File: config.mk
export PLATFORM = sky130hd
export DESIGN_NAME = tmp101_sample_collector
export DESIGN_NICKNAME = d
export VERILOG_FILES = /design/src/rtl/tmp101_pkg.sv /design/src/rtl/tmp101_code_to_decimal.sv /design/src/rtl/tmp101_sample_collector.sv
export SDC_FILE = /design/constraint.sdc
export NUM_CORES = 1
export LEC_CHECK = 0
export ABC_AREA = 0
export CORE_ASPECT_RATIO = 1.4
export CORE_MARGIN = 2
export CORE_UTILIZATION = 40
export CTS_CLUSTER_DIAMETER = 40
export DETAILED_ROUTE_END_ITERATION = 8
export GPL_TIMING_DRIVEN = 0
export PLACE_DENSITY = 0.57
export SYNTH_ARGS = -nofsm -noshare
export SYNTH_HDL_FRONTEND = slang
export SYNTH_SLANG_ARGS = --single-unit
File: constraint.sdc
create_clock -name clock -period 4.2 [get_ports clock]
set_clock_uncertainty 0.2 [all_clocks]
set_input_delay 0.84 -clock clock [delete_from_list [all_inputs] [get_ports clock]]
set_output_delay 0.84 -clock clock [all_outputs]
set_load 0.05 [all_outputs]
File: src/rtl/tmp101_pkg.sv
`default_nettype none
// ============================================================================
// Module   : tmp101_pkg
// Brief    : Shared state encoding and TMP101 constants for the sample collector.
// Revision : 1.0 - initial release
// ============================================================================
package tmp101_pkg;

  typedef enum logic [2:0] {
    ST_WAIT    = 3'd0,
    ST_START   = 3'd1,
    ST_MSB     = 3'd2,
    ST_LSB     = 3'd3,
    ST_PUBLISH = 3'd4
  } state_t;

  localparam logic [7:0] TMP101_READ_ADDR = 8'b10010011;
  localparam int         RAW_WIDTH        = 12;
  localparam int         FRAC_BITS        = 4;

endpackage : tmp101_pkg
`default_nettype wire

File: src/rtl/tmp101_code_to_decimal.sv
`default_nettype none
// ============================================================================
// Module   : tmp101_code_to_decimal
// Brief    : Combinational TMP101 12-bit code -> sign / degrees / tenths.
// Revision : 1.0 - initial release
// ============================================================================
module tmp101_code_to_decimal
  import tmp101_pkg::*;
(
  input  logic [RAW_WIDTH-1:0] raw,
  output logic                 sign,
  output logic [7:0]           degrees,
  output logic [3:0]           tenths
);

  logic [RAW_WIDTH-1:0] w_mag;
  logic [7:0]           w_frac_x10;

  assign sign    = raw[RAW_WIDTH-1];
  // 0x800 has no positive counterpart; it wraps to itself and reads as 128.
  assign w_mag   = sign ? (~raw + 1'b1) : raw;
  assign degrees = w_mag[RAW_WIDTH-1:FRAC_BITS];

  // sixteenths -> tenths, truncated: (frac * 10) / 16
  assign w_frac_x10 = {4'b0000, w_mag[FRAC_BITS-1:0]} * 8'd10;
  assign tenths     = 4'(w_frac_x10 >> 4);

endmodule : tmp101_code_to_decimal
`default_nettype wire

File: src/rtl/tmp101_sample_collector.sv
`default_nettype none
// ============================================================================
// Module   : tmp101_sample_collector
// Brief    : Periodic TMP101 read sequencer; assembles and publishes readings.
// Revision : 1.0 - initial release
// ============================================================================
module tmp101_sample_collector
  import tmp101_pkg::*;
#(
  parameter int SamplePeriodCycles = 6000000,
  parameter int TimeoutCycles      = 120000,
  parameter int CounterWidth       = 24
) (
  input  logic                 clock,
  input  logic                 Reset,
  input  logic                 Enable,
  input  logic                 ByteReady,
  input  logic [7:0]           ReceivedData,
  output logic                 Go,
  output logic [RAW_WIDTH-1:0] RawTemp,
  output logic                 Sign,
  output logic [7:0]           Degrees,
  output logic [3:0]           Tenths,
  output logic                 TempValid,
  output logic                 Timeout
);

  localparam logic [CounterWidth-1:0] PERIOD_LAST  = CounterWidth'(SamplePeriodCycles - 1);
  localparam logic [CounterWidth-1:0] TIMEOUT_LAST = CounterWidth'(TimeoutCycles - 1);

  state_t                  r_state;
  logic [CounterWidth-1:0] r_count;
  logic [7:0]              r_msb;

  logic [RAW_WIDTH-1:0]    w_raw_next;
  logic                    w_sign;
  logic [7:0]              w_degrees;
  logic [3:0]              w_tenths;

  assign w_raw_next = {r_msb, ReceivedData[7:4]};

  tmp101_code_to_decimal u_code_to_decimal (
    .raw     (w_raw_next),
    .sign    (w_sign),
    .degrees (w_degrees),
    .tenths  (w_tenths)
  );

  // The counter is zero in the Go cycle and in the publish cycle, so both the
  // read window and the next period are measured from the visible strobe.
  always_ff @(posedge clock or posedge Reset) begin
    if (Reset) begin
      r_state   <= ST_WAIT;
      r_count   <= '0;
      r_msb     <= '0;
      Go        <= 1'b0;
      TempValid <= 1'b0;
      Timeout   <= 1'b0;
      RawTemp   <= '0;
      Sign      <= 1'b0;
      Degrees   <= '0;
      Tenths    <= '0;
    end else begin
      Go        <= 1'b0;
      TempValid <= 1'b0;
      Timeout   <= 1'b0;
      case (r_state)
        ST_WAIT: begin
          if (!Enable) begin
            r_count <= '0;
          end else if (r_count == PERIOD_LAST) begin
            r_count <= '0;
            r_state <= ST_START;
            Go      <= 1'b1;
          end else begin
            r_count <= r_count + 1'b1;
          end
        end
        ST_START: begin
          r_count <= r_count + 1'b1;
          r_state <= ST_MSB;
        end
        ST_MSB: begin
          if (ByteReady) begin
            r_msb   <= ReceivedData;
            r_count <= r_count + 1'b1;
            r_state <= ST_LSB;
          end else if (r_count == TIMEOUT_LAST) begin
            Timeout <= 1'b1;
            r_count <= '0;
            r_state <= ST_WAIT;
          end else begin
            r_count <= r_count + 1'b1;
          end
        end
        ST_LSB: begin
          if (ByteReady) begin
            RawTemp   <= w_raw_next;
            Sign      <= w_sign;
            Degrees   <= w_degrees;
            Tenths    <= w_tenths;
            TempValid <= 1'b1;
            r_count   <= '0;
            r_state   <= ST_PUBLISH;
          end else if (r_count == TIMEOUT_LAST) begin
            Timeout <= 1'b1;
            r_count <= '0;
            r_state <= ST_WAIT;
          end else begin
            r_count <= r_count + 1'b1;
          end
        end
        ST_PUBLISH: begin
          r_count <= CounterWidth'(Enable);
          r_state <= ST_WAIT;
        end
        default: begin
          r_count <= '0;
          r_state <= ST_WAIT;
        end
      endcase
    end
  end

endmodule : tmp101_sample_collector
`default_nettype wire

==> impl_metrics.toml <==
[drt]
drcViolationCount = 0
drt-initial-drc-count = 87
routed_via_density = 4.95
wl_um = 6390
wl_per_cell_um = 13.9
via_count = 2273
drtAntennaViolNets = 0
dr.pass1.iters = 4

[pwr]
p_int_w = 0.00156
power_density_nw_per_um2 = 707
p_comb_share_pct = 43.9
p_clk_share_pct = 22.3
sw_frac_of_total_pct = 41.8
vdd_drop_max_uv = 439
switchingPower_w = 0.00112
power_frac_seq_pct = 33.8
leakagePower_nw = 1.70
finalPower_w = 0.00268

[critical_path]
cp-end-kind = "register"
start_kind = "input pin"
r2r-start = "r_count[19]"
crit_start = "ReceivedData[6]"
crit_type = "in -> reg"
worstPathCellList = "clkdlybuf4s50_1 -> o31ai_1 -> xor2_1 -> inv_1 -> ha_1 -> ha_1 -> inv_1 -> fa_1 -> xnor2_1 -> o21ai_0"
crit_slowest_cell = "clkdlybuf4s50_1"
slowest_delay_ns = 0.53
worstPathArrival_ns = 3.20
crit_fanout = 6
crit_required_ns = 4.21

[logic_synthesis]
synthAdderAreaFrac_pct = 2.73
ys_seq_area_share_pct = 51.2
synth-compound-area-share_pct = 5.53
synth_mux_area_share_pct = 2.97
synth_xor_xnor_area_share_pct = 8.96
synthDistinctLibCells = 43
synthSimpleGateAreaFrac_pct = 25.2
syn_inst = 307
ys_warn_count = 0
synth_fp_nets = 325
syn_area_per_cell_um2 = 9.87
synthesis.area_um2 = 3030
synth_top_family_by_area = "simple AND/OR/NAND/NOR gates"
ys_seq_elements = 62

[floorplanning]
placementRows = 37
io_pins = 40
fp.coreArea_um2 = 7360
dieWidth_um = 77.6
initial_core_util_pct = 41.2
die-height_um = 107
dieArea_um2 = 8300

[global_route]
grt_usage_pct = 17.3
overflow = 0
grt_pass1_wl_um = 11000
grt_max_degree = 34
grt_pass1_vias = 2279
antenna_found_initial = 0

[cells_and_area]
drive_gt1_share_pct = 14.4
fillers = 686
antenna_cells = 0
syn_to_final_growth_pct = 24.9
fin_nets = 376
fin_area_um2 = 3780
stdcell_count = 459
register_area_um2 = 1550
multi_input_area_um2 = 1380

[timing]
finalSetupViolCount = 0
finalMaxSlewViolations = 0
worstMarginPinSlew_ns = 0.874
fin_crit_ns = 3.19
clock.fmax_ghz = 0.313
final-hold-violation-count = 0
postLayoutSetupSlackWorst_ns = 1.01
relSlewSlack_pct = 41.2
rsz0062_at_grt = "no"
tns_ns = 0
layout_worst_path_cycle_share_pct = 76.0

[place]
routabilityCongestion = 0.808
dpl_cell_area_um2 = 3560
dp_hpwl_um = 4890
preCtsSetupSlack_ns = 0.622
post-place-cells = 444
buffer_ports.inserted = 39

[clock_network]
cts_sinks = 62
cts_buffers = 9
clk_path_buf_depth = 2
cts_hold_buf = 0
cts_tree = "done"
postCtsSetupBuffers = 0
ctsResizeCount = 0
clk_latency_ns = 0.34
cts_root_buf = "clkbuf_8"
path_clk_slew_ns = 0.07
h-tree-depth = 3

[run_status]
status = "complete, no violations"

[hold_path]
worstHoldStart = "Tenths[0]"
holdCritPathClass = "reg -> reg"

[job]
cap_violations = 0
==> power groups by stage <==
stage / clock, W / combinational (W) / sequential [W]
6_report: 0.000597 / 0.00118 / 0.000906
2_1_floorplan: 0 / 0.000516 / 0.00122
3_5_place_dp: 0 / 0.00120 / 0.000915
3_3_place_gp: 0 / 0.00118 / 0.000912
5_1_grt: 0.000635 / 0.00128 / 0.000933
4_1_cts: 0.000608 / 0.00120 / 0.000909
==> state kept, by name, summed over array words and instances (netlist names) <==
signal,count
Degrees,8
Go,1
RawTemp,12
TempValid,1
Tenths,4
Timeout,1
r_count,24
r_msb,8
r_state,3
==> metrics by stage <==
stage / utilization, % / hold slack (ns)
after floorplan: - / 0.290
after global placement: 48.1 / 0.259
after detailed placement: 48.4 / 0.261
after CTS: 51.4 / 0.278
after global routing: 51.4 / 0.304
final: 51.4 / 0.275
==> cells by family after synthesis <==
group | count (synthesis)
AO/OA/AOI/OAI | 25
XOR/XNOR | 31
AND/OR/NAND/NOR | 153
adder cells (fa/ha/maj) | 6
multiplexers | 8
buffers and inverters | 22
flip-flops | 62
==> layer usage <==
layer,part of all wire (%),global-route usage [%],vias up
li1,-,-,1131
met1,41,19.3,1093
met2,53,30.6,35
met3,3.8,3.79,14
met4,2.6,9.06,0
met5,0,0,-
==> final timing paths <==
path / to / slack (ns) / cells past startpoint
max: Tenths[2] / 1.01 / 10
min: Tenths[0] / 0.27 / 2
max reg2reg: r_count[18] / 1.69 / 6
min in group asynchronous: r_msb[7] / 0.70 / 2
min reg2reg: Tenths[0] / 0.27 / 2
max in group asynchronous: r_count[4] / 2.49 / 3
==> Yosys cell counts (all sizes together) <==
cell type / instances / area [um^2]
o31ai: 5 / 37.5
or2b: 1 / 8.76
a32oi: 1 / 8.76
a2111oi: 1 / 8.76
and3: 2 / 15.0
nand2: 65 / 244
xor2: 19 / 166
nor2: 40 / 175
a22oi: 1 / 21.3
inv: 12 / 45.0
xnor2: 12 / 105
nand4b: 1 / 8.76
a31oi: 1 / 6.26
and4b: 1 / 11.3
nor4bb: 1 / 10.0
mux2: 8 / 90.1
fa: 1 / 20.0
nand3: 7 / 35.0
or3: 2 / 12.5
a21oi: 1 / 5.00
a21boi: 1 / 7.51
o21ai: 13 / 65.1
nand4: 10 / 75.1
nand3b: 1 / 7.51
nand2b: 1 / 6.26
ha: 5 / 62.6
dfrtp: 62 / 1550
nor4: 5 / 43.8
clkbuf: 7 / 27.5
or2: 3 / 18.8
buf: 3 / 30.0
o21bai: 1 / 7.51
nor2b: 3 / 18.8
nor3: 5 / 25.0
or4: 1 / 7.51
and4: 2 / 17.5
or4b: 2 / 23.8
==> layout make-up <==
cell class,instances,area share [%]
tap,97,3.21
clock inverter,3,1.79
inverter,12,1.19
buffer,10,1.52
clock buffer,12,4.10
sequential,62,41.0
timing repair buffer,40,10.8
multi-input combinational,223,36.4
==> critical path, delay by kind of cell <==
family | cells | cell delay, ns
xor gates and xnor gates | 2 | 0.46
buffers and inverters | 3 | 0.67
AOI/OAI and AO/OA | 2 | 0.40
adders and majority gates | 3 | 0.83
==> layout by cell type (no fill, tap or decap), types with 2 or more instances in the layout <==
cell type	instances
nor2b_1	3
nand2_1	65
nor4_2	2
dfrtp_1	62
nor2_2	10
nor4_1	3
xnor2_1	12
and3_2	2
or3_1	2
o21ai_0	13
nand4_2	2
nor3_1	5
nand3_1	7
xor2_1	19
or2_2	3
ha_1	5
o31ai_1	5
buf_6	2
bufinv_16	2
mux2_2	8
inv_1	11
clkdlybuf4s50_1	39
clkbuf_1	7
nor2_1	30
and4_1	2
clkbuf_8	11
nand4_1	8
Note: power is estimated with default switching activity, not from simulation.
